File: config.mk
export PLATFORM = sky130hd
export DESIGN_NAME = spi_master_ctrl
export DESIGN_NICKNAME = d
export VERILOG_FILES = /design/src/rtl/spi_pkg.sv /design/src/rtl/spi_clk_gen.sv /design/src/rtl/tree_decoder.sv /design/src/rtl/spi_master_ctrl.sv
export SDC_FILE = /design/constraint.sdc
export NUM_CORES = 1
export LEC_CHECK = 0
export ABC_CLOCK_PERIOD_IN_PS = 4220
export CAP_MARGIN = 20
export CORE_MARGIN = 1
export CORE_UTILIZATION = 35
export DETAILED_ROUTE_END_ITERATION = 10
export GPL_ROUTABILITY_DRIVEN = 0
export PLACE_DENSITY = 0.55
export SLEW_MARGIN = 20
export SYNTH_ARGS = -nofsm -noshare
export SYNTH_HDL_FRONTEND = slang
export SYNTH_HIERARCHICAL = 1
export SYNTH_SLANG_ARGS = --single-unit
File: constraint.sdc
create_clock -name clk -period 4.22 [get_ports clk]
set_input_delay 0.633 -clock clk [delete_from_list [all_inputs] [get_ports clk]]
set_output_delay 0.633 -clock clk [all_outputs]
set_load 0.02 [all_outputs]
File: src/rtl/spi_pkg.sv
// Shared types and elaboration helpers for the SPI master controller.
package spi_pkg;

   typedef enum logic [1:0] {
      IDLE,
      SETUP,
      XFER,
      HOLD
   } spi_state_t;

   typedef struct packed {
      logic cpol;
      logic cpha;
      logic lsb_first;
   } spi_mode_t;

   function automatic int beat_count(input int word_w, input int lane_w);
      return word_w / lane_w;
   endfunction

   // A single slave still gets a 1-bit index so the port never collapses to zero width.
   function automatic int sel_width(input int n);
      return (n > 1) ? $clog2(n) : 1;
   endfunction

endpackage

File: src/rtl/spi_clk_gen.sv
// Half-period counter and SCLK toggle; tick every div+1 cycles after a load,
// lead/trail strobes flag the coming toggle away from / back to CPOL.
module spi_clk_gen #(
   parameter int DIV_WIDTH = 8
) (
   input  logic                 clk,
   input  logic                 reset,
   input  logic                 load,
   input  logic [DIV_WIDTH-1:0] div,
   input  logic                 run,
   input  logic                 park,
   input  logic                 idle_lvl,
   input  logic                 cpol,
   output logic                 tick,
   output logic                 lead_edge,
   output logic                 trail_edge,
   output logic                 sclk
);

   logic [DIV_WIDTH-1:0] cnt;

   assign tick       = !load && (cnt == '0);
   assign lead_edge  = run && tick && (sclk == cpol);
   assign trail_edge = run && tick && (sclk != cpol);

   always_ff @(posedge clk or posedge reset) begin
      if (reset) begin
         cnt  <= '0;
         sclk <= 1'b0;
      end else begin
         if (load || tick) cnt <= div;
         else              cnt <= cnt - 1'b1;

         if (park)             sclk <= idle_lvl;
         else if (run && tick) sclk <= ~sclk;
      end
   end

endmodule

File: src/rtl/tree_decoder.sv
// Binary index to one-hot select; out-of-range or disabled gives all-zero.
module tree_decoder #(
   parameter int SEL_WIDTH = 1,
   parameter int OUT_WIDTH = 2
) (
   input  logic                 en,
   input  logic [SEL_WIDTH-1:0] sel,
   output logic [OUT_WIDTH-1:0] dec
);

   always_comb begin
      dec = '0;
      for (int i = 0; i < OUT_WIDTH; i++) begin
         if (en && (sel == SEL_WIDTH'(i))) dec[i] = 1'b1;
      end
   end

endmodule

File: src/rtl/spi_master_ctrl.sv
// Synchronous SPI master: done_o pulses (2N+2)*(div+1) cycles after accept.
// start_ready_o only in IDLE; abort_i drops any active transfer without done_o.
module spi_master_ctrl
   import spi_pkg::*;
#(
   parameter int WORD_WIDTH = 8,
   parameter int LANE_WIDTH = 1,
   parameter int SS_WIDTH   = 1,
   parameter int DIV_WIDTH  = 8
) (
   input  logic                             clk,
   input  logic                             reset,
   input  logic                             start_valid_i,
   output logic                             start_ready_o,
   input  logic [WORD_WIDTH-1:0]            tx_data_i,
   input  logic [sel_width(SS_WIDTH)-1:0]   ss_sel_i,
   input  logic                             cpol_i,
   input  logic                             cpha_i,
   input  logic                             lsb_first_i,
   input  logic [DIV_WIDTH-1:0]             div_i,
   input  logic                             abort_i,
   output logic [WORD_WIDTH-1:0]            rx_data_o,
   output logic                             done_o,
   output logic                             busy_o,
   output logic                             sclk_o,
   output logic [SS_WIDTH-1:0]              ss_o,
   output logic [LANE_WIDTH-1:0]            sd_o,
   input  logic [LANE_WIDTH-1:0]            sd_i
);

   localparam int N  = beat_count(WORD_WIDTH, LANE_WIDTH);
   localparam int CW = $clog2(2 * N + 1);
   localparam int SW = sel_width(SS_WIDTH);

   generate
      if (WORD_WIDTH % LANE_WIDTH != 0) begin : g_width_chk
         $error("spi_master_ctrl: WORD_WIDTH must be a multiple of LANE_WIDTH");
      end
   endgenerate

   spi_state_t            state;
   spi_mode_t             mode_q;
   logic [DIV_WIDTH-1:0]  div_q;
   logic [SW-1:0]         ss_sel_q;
   logic [WORD_WIDTH-1:0] sreg;
   logic [WORD_WIDTH-1:0] shin_msb;
   logic [WORD_WIDTH-1:0] shin_lsb;
   logic [WORD_WIDTH-1:0] sreg_next;
   logic [LANE_WIDTH-1:0] beat_out;
   logic [CW-1:0]         edge_cnt;
   logic [SS_WIDTH-1:0]   ss_dec;
   logic                  tick, lead_edge, trail_edge;
   logic                  aborting, last_edge, sample, shift;

   assign start_ready_o = (state == IDLE);
   assign busy_o        = (state != IDLE);
   assign aborting      = abort_i && (state != IDLE);
   assign last_edge     = (edge_cnt == CW'(2 * N - 1));

   // CPHA=1 re-presents beat 0 on the first leading edge, so shifting is uniform.
   assign sample = mode_q.cpha ? trail_edge : lead_edge;
   assign shift  = mode_q.cpha ? lead_edge  : (trail_edge && !last_edge);

   generate
      if (WORD_WIDTH == LANE_WIDTH) begin : g_one_beat
         assign shin_msb = sd_i;
         assign shin_lsb = sd_i;
      end else begin : g_multi_beat
         assign shin_msb = {sreg[WORD_WIDTH-LANE_WIDTH-1:0], sd_i};
         assign shin_lsb = {sd_i, sreg[WORD_WIDTH-1:LANE_WIDTH]};
      end
   endgenerate

   assign sreg_next = mode_q.lsb_first ? shin_lsb : shin_msb;
   assign beat_out  = mode_q.lsb_first ? sreg[LANE_WIDTH-1:0]
                                       : sreg[WORD_WIDTH-1 -: LANE_WIDTH];

   spi_clk_gen #(
      .DIV_WIDTH (DIV_WIDTH)
   ) u_clk_gen (
      .clk        (clk),
      .reset      (reset),
      .load       (state == IDLE),
      .div        ((state == IDLE) ? div_i : div_q),
      .run        (state == XFER),
      .park       ((state == IDLE) || aborting),
      .idle_lvl   (cpol_i),
      .cpol       (mode_q.cpol),
      .tick       (tick),
      .lead_edge  (lead_edge),
      .trail_edge (trail_edge),
      .sclk       (sclk_o)
   );

   tree_decoder #(
      .SEL_WIDTH (SW),
      .OUT_WIDTH (SS_WIDTH)
   ) u_ss_dec (
      .en  ((state != IDLE) || start_valid_i),
      .sel ((state == IDLE) ? ss_sel_i : ss_sel_q),
      .dec (ss_dec)
   );

   always_ff @(posedge clk or posedge reset) begin
      if (reset) begin
         state     <= IDLE;
         mode_q    <= '0;
         div_q     <= '0;
         ss_sel_q  <= '0;
         sreg      <= '0;
         edge_cnt  <= '0;
         sd_o      <= '0;
         ss_o      <= '0;
         rx_data_o <= '0;
         done_o    <= 1'b0;
      end else begin
         done_o <= 1'b0;
         if (aborting) begin
            state <= IDLE;
            ss_o  <= '0;
         end else begin
            case (state)
               IDLE: begin
                  if (start_valid_i) begin
                     mode_q.cpol      <= cpol_i;
                     mode_q.cpha      <= cpha_i;
                     mode_q.lsb_first <= lsb_first_i;
                     div_q            <= div_i;
                     ss_sel_q         <= ss_sel_i;
                     sreg             <= tx_data_i;
                     sd_o             <= lsb_first_i ? tx_data_i[LANE_WIDTH-1:0]
                                                     : tx_data_i[WORD_WIDTH-1 -: LANE_WIDTH];
                     ss_o             <= ss_dec;
                     edge_cnt         <= '0;
                     state            <= SETUP;
                  end
               end
               SETUP: begin
                  if (tick) state <= XFER;
               end
               XFER: begin
                  if (lead_edge || trail_edge) begin
                     edge_cnt <= edge_cnt + 1'b1;
                     if (sample)    sreg  <= sreg_next;
                     if (shift)     sd_o  <= beat_out;
                     if (last_edge) state <= HOLD;
                  end
               end
               HOLD: begin
                  if (tick) begin
                     state     <= IDLE;
                     rx_data_o <= sreg;
                     done_o    <= 1'b1;
                     ss_o      <= '0;
                  end
               end
               default: state <= IDLE;
            endcase
         end
      end
   end

endmodule

# ---- Word level (Yosys, flattened, before mapping)
# Index checks and enable logic that the tools add are counted.
# Widths: inputs -> output; s select.
dict set report totals {
  regBits 47
  in_bits 25
  out_inout_bits 14
  word_cells 96
}
dict set report op_classes {
  add_sub_neg 2
  eq_ne 15
  mux 36
  bitwise_logic 3
  n_reduce_logical 26
}
# cell n
set ops {}
lappend ops {{$mux 8} 6}
lappend ops {{$mux 1} 17}
lappend ops {{$pmux 8 s2} 1}
lappend ops {{$reduce_and 5->1} 3}
lappend ops {{$mux 2} 6}
lappend ops {{$mux 5} 2}
lappend ops {{$pmux 5 s2} 1}
lappend ops {{$ne 3x3->1 const B} 3}
lappend ops {{$reduce_and 3->1} 3}
lappend ops {{$logic_not 8->1} 1}
lappend ops {{$ne 2x2->1 const B} 4}
lappend ops {{$pmux 2 s4} 1}
lappend ops {{$sub 8x1->8 const B} 1}
lappend ops {{$logic_and 1x1->1} 7}
lappend ops {{$ne 3x2->1 const B} 2}
lappend ops {{$reduce_bool 2->1} 3}
lappend ops {{$add 5x1->5 const B} 1}
lappend ops {{$eq 5x4->1 const B} 1}
lappend ops {{$eq 2x2->1 const B} 2}
lappend ops {{$logic_or 1x1->1} 4}
lappend ops {{$pmux 1 s2} 2}
lappend ops {{$reduce_and 4->1} 1}
lappend ops {{$not 1->1} 3}
lappend ops {{$reduce_bool 3->1} 1}
lappend ops {{5 further kinds} 6}

# ---- Logic depth before layout (Yosys ltp)
# Gate-level depths: netlist (run 1).
dict set report depth {
  ltp_word 10
  mapped_depth 10
  mapped_depth_nobuf 9
}

# ---- Hierarchy
# Netlist (run 1), hierarchy kept.
# module instances cells_per_inst area_per_inst_um2 seq_area_each_um2
set by_module_without_submodules {}
lappend by_module_without_submodules {spi_master_ctrl 1 180 2011.9 950.9}
lappend by_module_without_submodules {spi_clk_gen 1 57 533.0 225.2}
lappend by_module_without_submodules {tree_decoder 1 1 13.8 0.0}

# ---- Worst setup path after synthesis (run 1)
# No wires, ideal clock.
dict set report synth_timing {
  path_kind {register to register}
  start {register state[0]}
  end {register state[1]}
  setup_ps 123
  arrival_ps 2128
  t_required_ps 4097
  slack_ps 1969
  stages_incl_launch_ff 10
  path_buffers 0
  synth_period_minus_slack_ps 2251
  cell_sequence {dfrtp_1 -> inv_1 -> ha_1 -> nor4b_1 -> nand3_1 -> nor2b_1 -> o21ai_0 -> a221oi_1 -> mux2i_1 -> nor2_1}
}
dict set report synth_between {
  elab_chain_len 8
  elab_cells_between_ends 20
  classes_between {eq/ne (8); mux (2); reduce/logical (10)}
}
# element line_no
set synth_rtl {}
lappend synth_rtl {{start, declared} spi_master_ctrl.sv:41} ;# spi_state_t state;
lappend synth_rtl {{start signal, assigned} spi_master_ctrl.sv:106} ;# state <= IDLE;
lappend synth_rtl {{start signal, assigned} spi_master_ctrl.sv:119} ;# state <= IDLE;
lappend synth_rtl {{start signal, assigned} spi_master_ctrl.sv:135} ;# state <= SETUP;
lappend synth_rtl {{$logic_not 2->1} n/a}
lappend synth_rtl {{named net start_ready_o} spi_master_ctrl.sv:14} ;# output logic start_ready_o,
lappend synth_rtl {{$logic_not 1->1} spi_clk_gen.sv:22} ;# assign tick = !load && (cnt == '0);
lappend synth_rtl {{$logic_and 1x1->1} spi_clk_gen.sv:22}
lappend synth_rtl {{$logic_and 1x1->1} {spi_clk_gen.sv:23, spi_clk_gen.sv:24}}
lappend synth_rtl {{$logic_and 1x1->1} spi_clk_gen.sv:24} ;# assign trail_edge = run && tick && (sclk != cpol);
lappend synth_rtl {{named net trail_edge} spi_master_ctrl.sv:52} ;# logic tick, lead_edge, trail_edge;
lappend synth_rtl {{$logic_or 1x1->1} spi_master_ctrl.sv:142} ;# if (lead_edge || trail_edge) begin
lappend synth_rtl {{$ne 3x3->1 (no line)} n/a}
lappend synth_rtl {{$reduce_and 5->1 (no line)} n/a}
# The timed path passes the listed nets, and every way through them passes these cells.
# A chain may end at the register's enable or synchronous reset.

# ---- Final worst setup path (run 1)
dict set report layout_timing {
  start {register state[0]}
  end {output port busy_o}
}
dict set report layout_between {
  elab_chain_len 1
}
# element line_no
set layout_rtl {}
lappend layout_rtl {{$reduce_bool 2->1} spi_master_ctrl.sv:56} ;# assign busy_o = (state != IDLE);
lappend layout_rtl {{end, declared} spi_master_ctrl.sv:24} ;# output logic busy_o,
# No other way between the ends.

==> results of run 1 <==
-- placed cells by master (no fill, tap or decap), drive strengths merged, types with 2 or more instances in the layout --
cell and count:
dfrtp 47, clkdlybuf4s50 38, nand2 35, o21ai 32, mux2 30, mux2i 14
inv 12, ha 8, nor2 8, clkbuf 6, a21oi 4, xor2 4
xnor2 4, nor3b 2, o211ai 2, nand4 2, nand3 2, o21bai 2
buf 2, o22ai 2, nor3 2, nor2b 2
-- routing by layer --
metal  track usage  share of wire  vias to the layer above
met4        0.0373         0.0078                        0
li1              -              -                      907
met2         0.222           0.46                       28
met1         0.191           0.49                      879
met5             0              0                        -
met3        0.0360          0.035                        5
-- final cells by class --
class / instances / area (um^2)
Tap cell: 96 / 120
Clock inverter: 2 / 16.3
Fill cell: 671 / 3830
Sequential cell: 47 / 1180
Multi-Input combinational cell: 170 / 1280
Inverter: 12 / 45.0
Timing Repair Buffer: 40 / 395
Clock buffer: 6 / 82.6
-- cell families (layout without fill, tap and decap cells) --
group | count (synthesis) | after routing | synth area share
simple gates | 61 | 61 | 0.122
fa+ha+maj | 8 | 8 | 0.0391
xor+xnor | 8 | 8 | 0.0274
mux | 44 | 44 | 0.187
flops | 47 | 47 | 0.460
buf+inv | 21 | 60 | 0.0406
compound gates | 49 | 49 | 0.125
-- flip-flops by register name, indices dropped and copies added, names as in the netlist --
| name | cells |
|---|---|
| ss_sel_q | 1 |
| edge_cnt | 5 |
| rx_data_o | 8 |
| sreg | 8 |
| done_o | 1 |
| sd_o | 1 |
| ss_o | 1 |
| state | 2 |
| u_clk_gen/cnt | 8 |
| u_clk_gen/sclk | 1 |
| mode_q | 3 |
| div_q | 8 |
-- power groups by stage --
stage	sequential (mW)	clock, mW	combinational [mW]
after global placement	0.810	0	0.898
after CTS	0.803	0.302	0.913
final	0.801	0.288	0.905
after detailed placement	0.814	0	0.909
after floorplan	0.778	0	0.733
after global routing	0.830	0.321	1.02
-- synthesized netlist by cell type, drive strengths merged --
| master | n |
|---|---|
| or3b | 1 |
| a21boi | 1 |
| nand3 | 2 |
| nand2 | 35 |
| mux2i | 14 |
| or3 | 1 |
| and2 | 1 |
| nor2 | 8 |
| inv | 12 |
| o21ai | 32 |
| xor2 | 4 |
| buf | 5 |
| a221oi | 1 |
| xnor2 | 4 |
| or4 | 1 |
| nor4b | 1 |
| a22oi | 1 |
| a2bb2oi | 1 |
| o22ai | 2 |
| ha | 8 |
| nor4 | 1 |
| dfrtp | 47 |
| clkbuf | 4 |
| a21oi | 4 |
| nor3b | 2 |
| a22o | 1 |
| nand4 | 2 |
| a31o | 1 |
| nand3b | 1 |
| o21bai | 2 |
| o211ai | 2 |
| mux2 | 30 |
| and3 | 1 |
| nor3 | 2 |
| nor2b | 2 |
| o21ba | 1 |
-- path summary, 6_finish.rpt --
path                               start          endpoint  slack [ps]  cells past startpoint
worst max-delay path            state[0]            busy_o        1240                      4
worst min-delay path            ss_sel_q          ss_sel_q         510                      1
worst max register to register  state[0]       edge_cnt[3]        1290                      6
worst min register to register  ss_sel_q          ss_sel_q         510                      1
max in group asynchronous          reset          div_q[5]        3080                      3
min in group asynchronous          reset  u_clk_gen/cnt[0]         630                      2
-- stage by stage --
step	cells	util	area [um^2]	hold WS [ps]	setup WS [ps]
after floorplan	238	-	2560	461	1970
after global placement	365	0.434	3020	484	1370
after detailed placement	365	0.434	3020	492	1310
after CTS	373	0.448	3110	513	1240
after global routing	373	0.448	3110	524	1030
final	373	0.448	3110	510	1240
==> metrics, run 1 <==
crit path cell chain inv_1 -> ha_1 -> inv_1 -> clkdlybuf4s50_1; Die ar. 7660 um^2; overall routed net length roughly 4.9 mm; Seq pwr share 0.402; Leak Pwr 1.34 nW; min Tclk post-route 2980 ps; post-layout net count 309; cell row count 30; total gr overflow 0; crit-path max cell delay 740 ps; Worst path slowest cell ha_1; post-synthesis instance area about 2600 um^2; DP HPWL around 3.6 mm; crit start category register; CP max FO 22; Seq cells post-synth 47; floorplan core area 6940 um^2; setup bufs post-CTS 0; Worst Path Required 3590 ps; H-Tree Depth 2; Die Ht just under 90 um; main area contributors after synthesis dfrtp_1 46%, mux2_2 13%, mux2i_1 5.5%; crit path kind register to primary output; clk_skew around 11 ps; syn nets approximately 270; vias per cell 4.88; # setup viols final 0; switching part of the total 0.387; PD cells between 600 and 700 nW/um^2; hold buffers post-CTS 0; area leader, netlist dfrtp_1; root buf cell clkbuf_8; fin crit share 0.707; fin. max-slew vios 0; vias 1819; Maximum Capacitance Violations 0; worst hold path type register to register; sequential area share after synthesis 0.460; First-pass DRT Iterations 4; PortBufs 38; layout cells sized above 1 0.188; Setup crit end kind primary output; Crit path arrival time about 2400 ps; RSZ-0062 raised after global routing no; Slew headroom 0.411; synthesis-to-layout area growth 21.7%; post-route setup TNS 0 ps; total power approximately 2 mW; deepest clock path buffer count 2; cell count after synthesis 238; synthesis warning total 6; total CTS buffers 5; Psw about 0.77 mW; initial antenna violation count 0; DRC 0; Max rail drop VDD 295 uV; Worst Max-Slew Pin Slew just under 900 ps; Pint 1.22 mW; first-pass GRT wire length 8.31 mm; antenna-violating nets left 0; chip width 87.5 um; initial core utilization 0.368; post-synth top area share 0.460; critical path's top delay family buffers and inverters; I/O pins 39; Clock transition at path regs 90 ps; clock share of power 0.145; Num Clock Sinks 47; count of different cell masters after synthesis 43; WP buf/inv 3; Skew-Pair Late Insertion Delay 300 ps; initial DRC count 107; vias in the first global route 1770; status completed; fmax 335 MHz; TritonCTS clock tree yes; cell mode on critical path inv_1; GRT Total Usage 0.140; Combinational Power Share 0.454; WL per Instance roughly 13 um; largest net degree at the start of global routing 39; final hold violations 0; antenna fix cells 0; CTS resizes 0; Syn Area/Cell ~11 um^2
(Power assumes the default switching activity.)
==> run 2: changes to the inputs <==
--- a/config.mk
+++ b/config.mk
@@ -5,13 +5,13 @@
 export SDC_FILE = /design/constraint.sdc
 export NUM_CORES = 1
 export LEC_CHECK = 0
-export ABC_CLOCK_PERIOD_IN_PS = 4220
+export ABC_CLOCK_PERIOD_IN_PS = 2500
 export CAP_MARGIN = 20
 export CORE_MARGIN = 1
 export CORE_UTILIZATION = 35
 export DETAILED_ROUTE_END_ITERATION = 10
 export GPL_ROUTABILITY_DRIVEN = 0
-export PLACE_DENSITY = 0.55
+export PLACE_DENSITY = 0.57
 export SLEW_MARGIN = 20
 export SYNTH_ARGS = -nofsm -noshare
 export SYNTH_HDL_FRONTEND = slang
==> constraint.sdc (replaced) <==
create_clock -name clk -period 2.5 [get_ports clk]
set_input_delay 0.375 -clock clk [delete_from_list [all_inputs] [get_ports clk]]
set_output_delay 0.375 -clock clk [all_outputs]
set_load 0.02 [all_outputs]
==> run 2 against run 1 <==
Sequential power up 69%; first-iteration DRC count down 23%; final area up 1.2%; critical path depth up 1; global-route usage up 0.29 points; largest cell class unchanged; largest power group unchanged.
==> metrics, run 2 (synthesized netlist as in run 1, its figures left out) <==
DRC 0; clk_skew between 10 and 15 ps; Num Clock Sinks 47; Setup crit end kind primary output; post-layout net count between 300 and 400; total CTS buffers 5; worst r2r path cells 9; DP HPWL 3.53 mm; Max rail drop VDD 496 uV; deepest clock path buffer count 2; worst hold path type input port to asynchronous set/reset pin; Layout Utilization 0.454; first-pass GRT wire length 8.46 mm; r2r startpoint state[0]; fin. max-slew vios 0; initial DRC count 82; Die Ht roughly 88 um; total gr overflow 0; final hold violations 0; post-route setup TNS 0 ps; fmax 425 MHz; Psw 1.31 mW; GRT Total Usage 0.143; First-pass DRT Iterations 4; PortBufs 38; Crit path arrival time 1980 ps; crit start category register; Maximum Capacitance Violations 0; Clock transition at path regs 90 ps; PD cells 1090 nW/um^2; fin crit share 0.941; status completed; H-Tree Depth 2; floorplan core area 6940 um^2; CP max FO 21; hold_ws 361 ps; I/O pins 39; Skew-Pair Late Insertion Delay 290 ps; Seq pwr share 0.395; Worst Max-Slew Pin Slew 501 ps; switching part of the total 0.382; Combinational Power Share 0.458; vias roughly 1800; CTS resizes 0; setup bufs post-CTS 0; Crit. Startpoint state[0]; cell row count 30; min Tclk post-route 2350 ps; # setup viols final 0; most frequent cells in the layout 47 x dfrtp_1, 38 x clkdlybuf4s50_1, 35 x nand2_1, 30 x mux2_2, 22 x o21ai_0; vias in the first global route roughly 1800; overall routed net length approximately 4.9 mm; commonest non-fill, non-tap cell in the layout dfrtp_1; Die ar. around 7700 um^2; largest net degree at the start of global routing 39; WL per Instance 12.9 um; chip width 87.5 um; Pint 2.12 mW; TritonCTS clock tree yes; initial antenna violation count 0; Leak Pwr 1.36 nW; antenna-violating nets left 0; hold buffers post-CTS 0; Slew headroom 0.666; initial core utilization 0.368; antenna fix cells 0; vias per cell 4.83; Worst Path Required 2120 ps; layout cells sized above 1 0.207; # fillers around 670; root buf cell clkbuf_8; crit path kind register to primary output; clock share of power 0.147; RSZ-0062 raised after global routing no; synthesis-to-layout area growth 23.2%
## run 2: path summary, 6_finish.rpt
check / slack (ps) / end
setup / recovery: 150 / busy_o
hold / removal: 360 / u_clk_gen/cnt[6]
setup reg to reg: 180 / state[1]
hold reg to reg: 510 / ss_sel_q
max in group asynchronous: 1610 / mode_q[2]
min in group clk: 510 / ss_sel_q
## run 2: cell type report
cell class / count / area, um^2 / area share
Multi-Input combinational cell: 170 / 1290 / 0.409
Sequential cell: 47 / 1180 / 0.373
Timing Repair Buffer: 43 / 418 / 0.133
Tap cell: 96 / 120 / 0.0381
Clock buffer: 7 / 96.3 / 0.0306
Inverter: 12 / 45.0 / 0.0143
Clock inverter: 1 / 7.51 / 0.00238
## run 2: layer usage
metal	track usage	wire length (um)
met5	0	0
met4	0.0402	29
met3	0.0294	162
met2	0.223	2150
met1	0.202	2520
## run 2: power groups by stage
stage               Clock, mW  Sequential [mW]  Combinational [mW]
floorplan                   0             1.31                1.24
global placement            0             1.36                1.55
detailed placement          0             1.37                1.56
CTS                     0.529             1.36                1.57
global route            0.552             1.40                1.77
finish                  0.502             1.35                1.57
## run 2: worst max-delay path: stages (launching register included)
cell and delay [ps]:
dfrtp_1 420, inv_1 90, ha_1 220, buf_4 220, inv_1 130, clkdlybuf4s50_1 610
## run 2: per-stage QoR
step	power [mW]	cells	instance area, um^2	worst slack, ps
6_report	3.42	376	3150	147
5_1_grt	3.72	376	3150	3.47
4_1_cts	3.46	376	3140	106
3_5_place_dp	2.93	368	3040	130
3_3_place_gp	2.92	368	3040	236
2_1_floorplan	2.55	238	2560	249
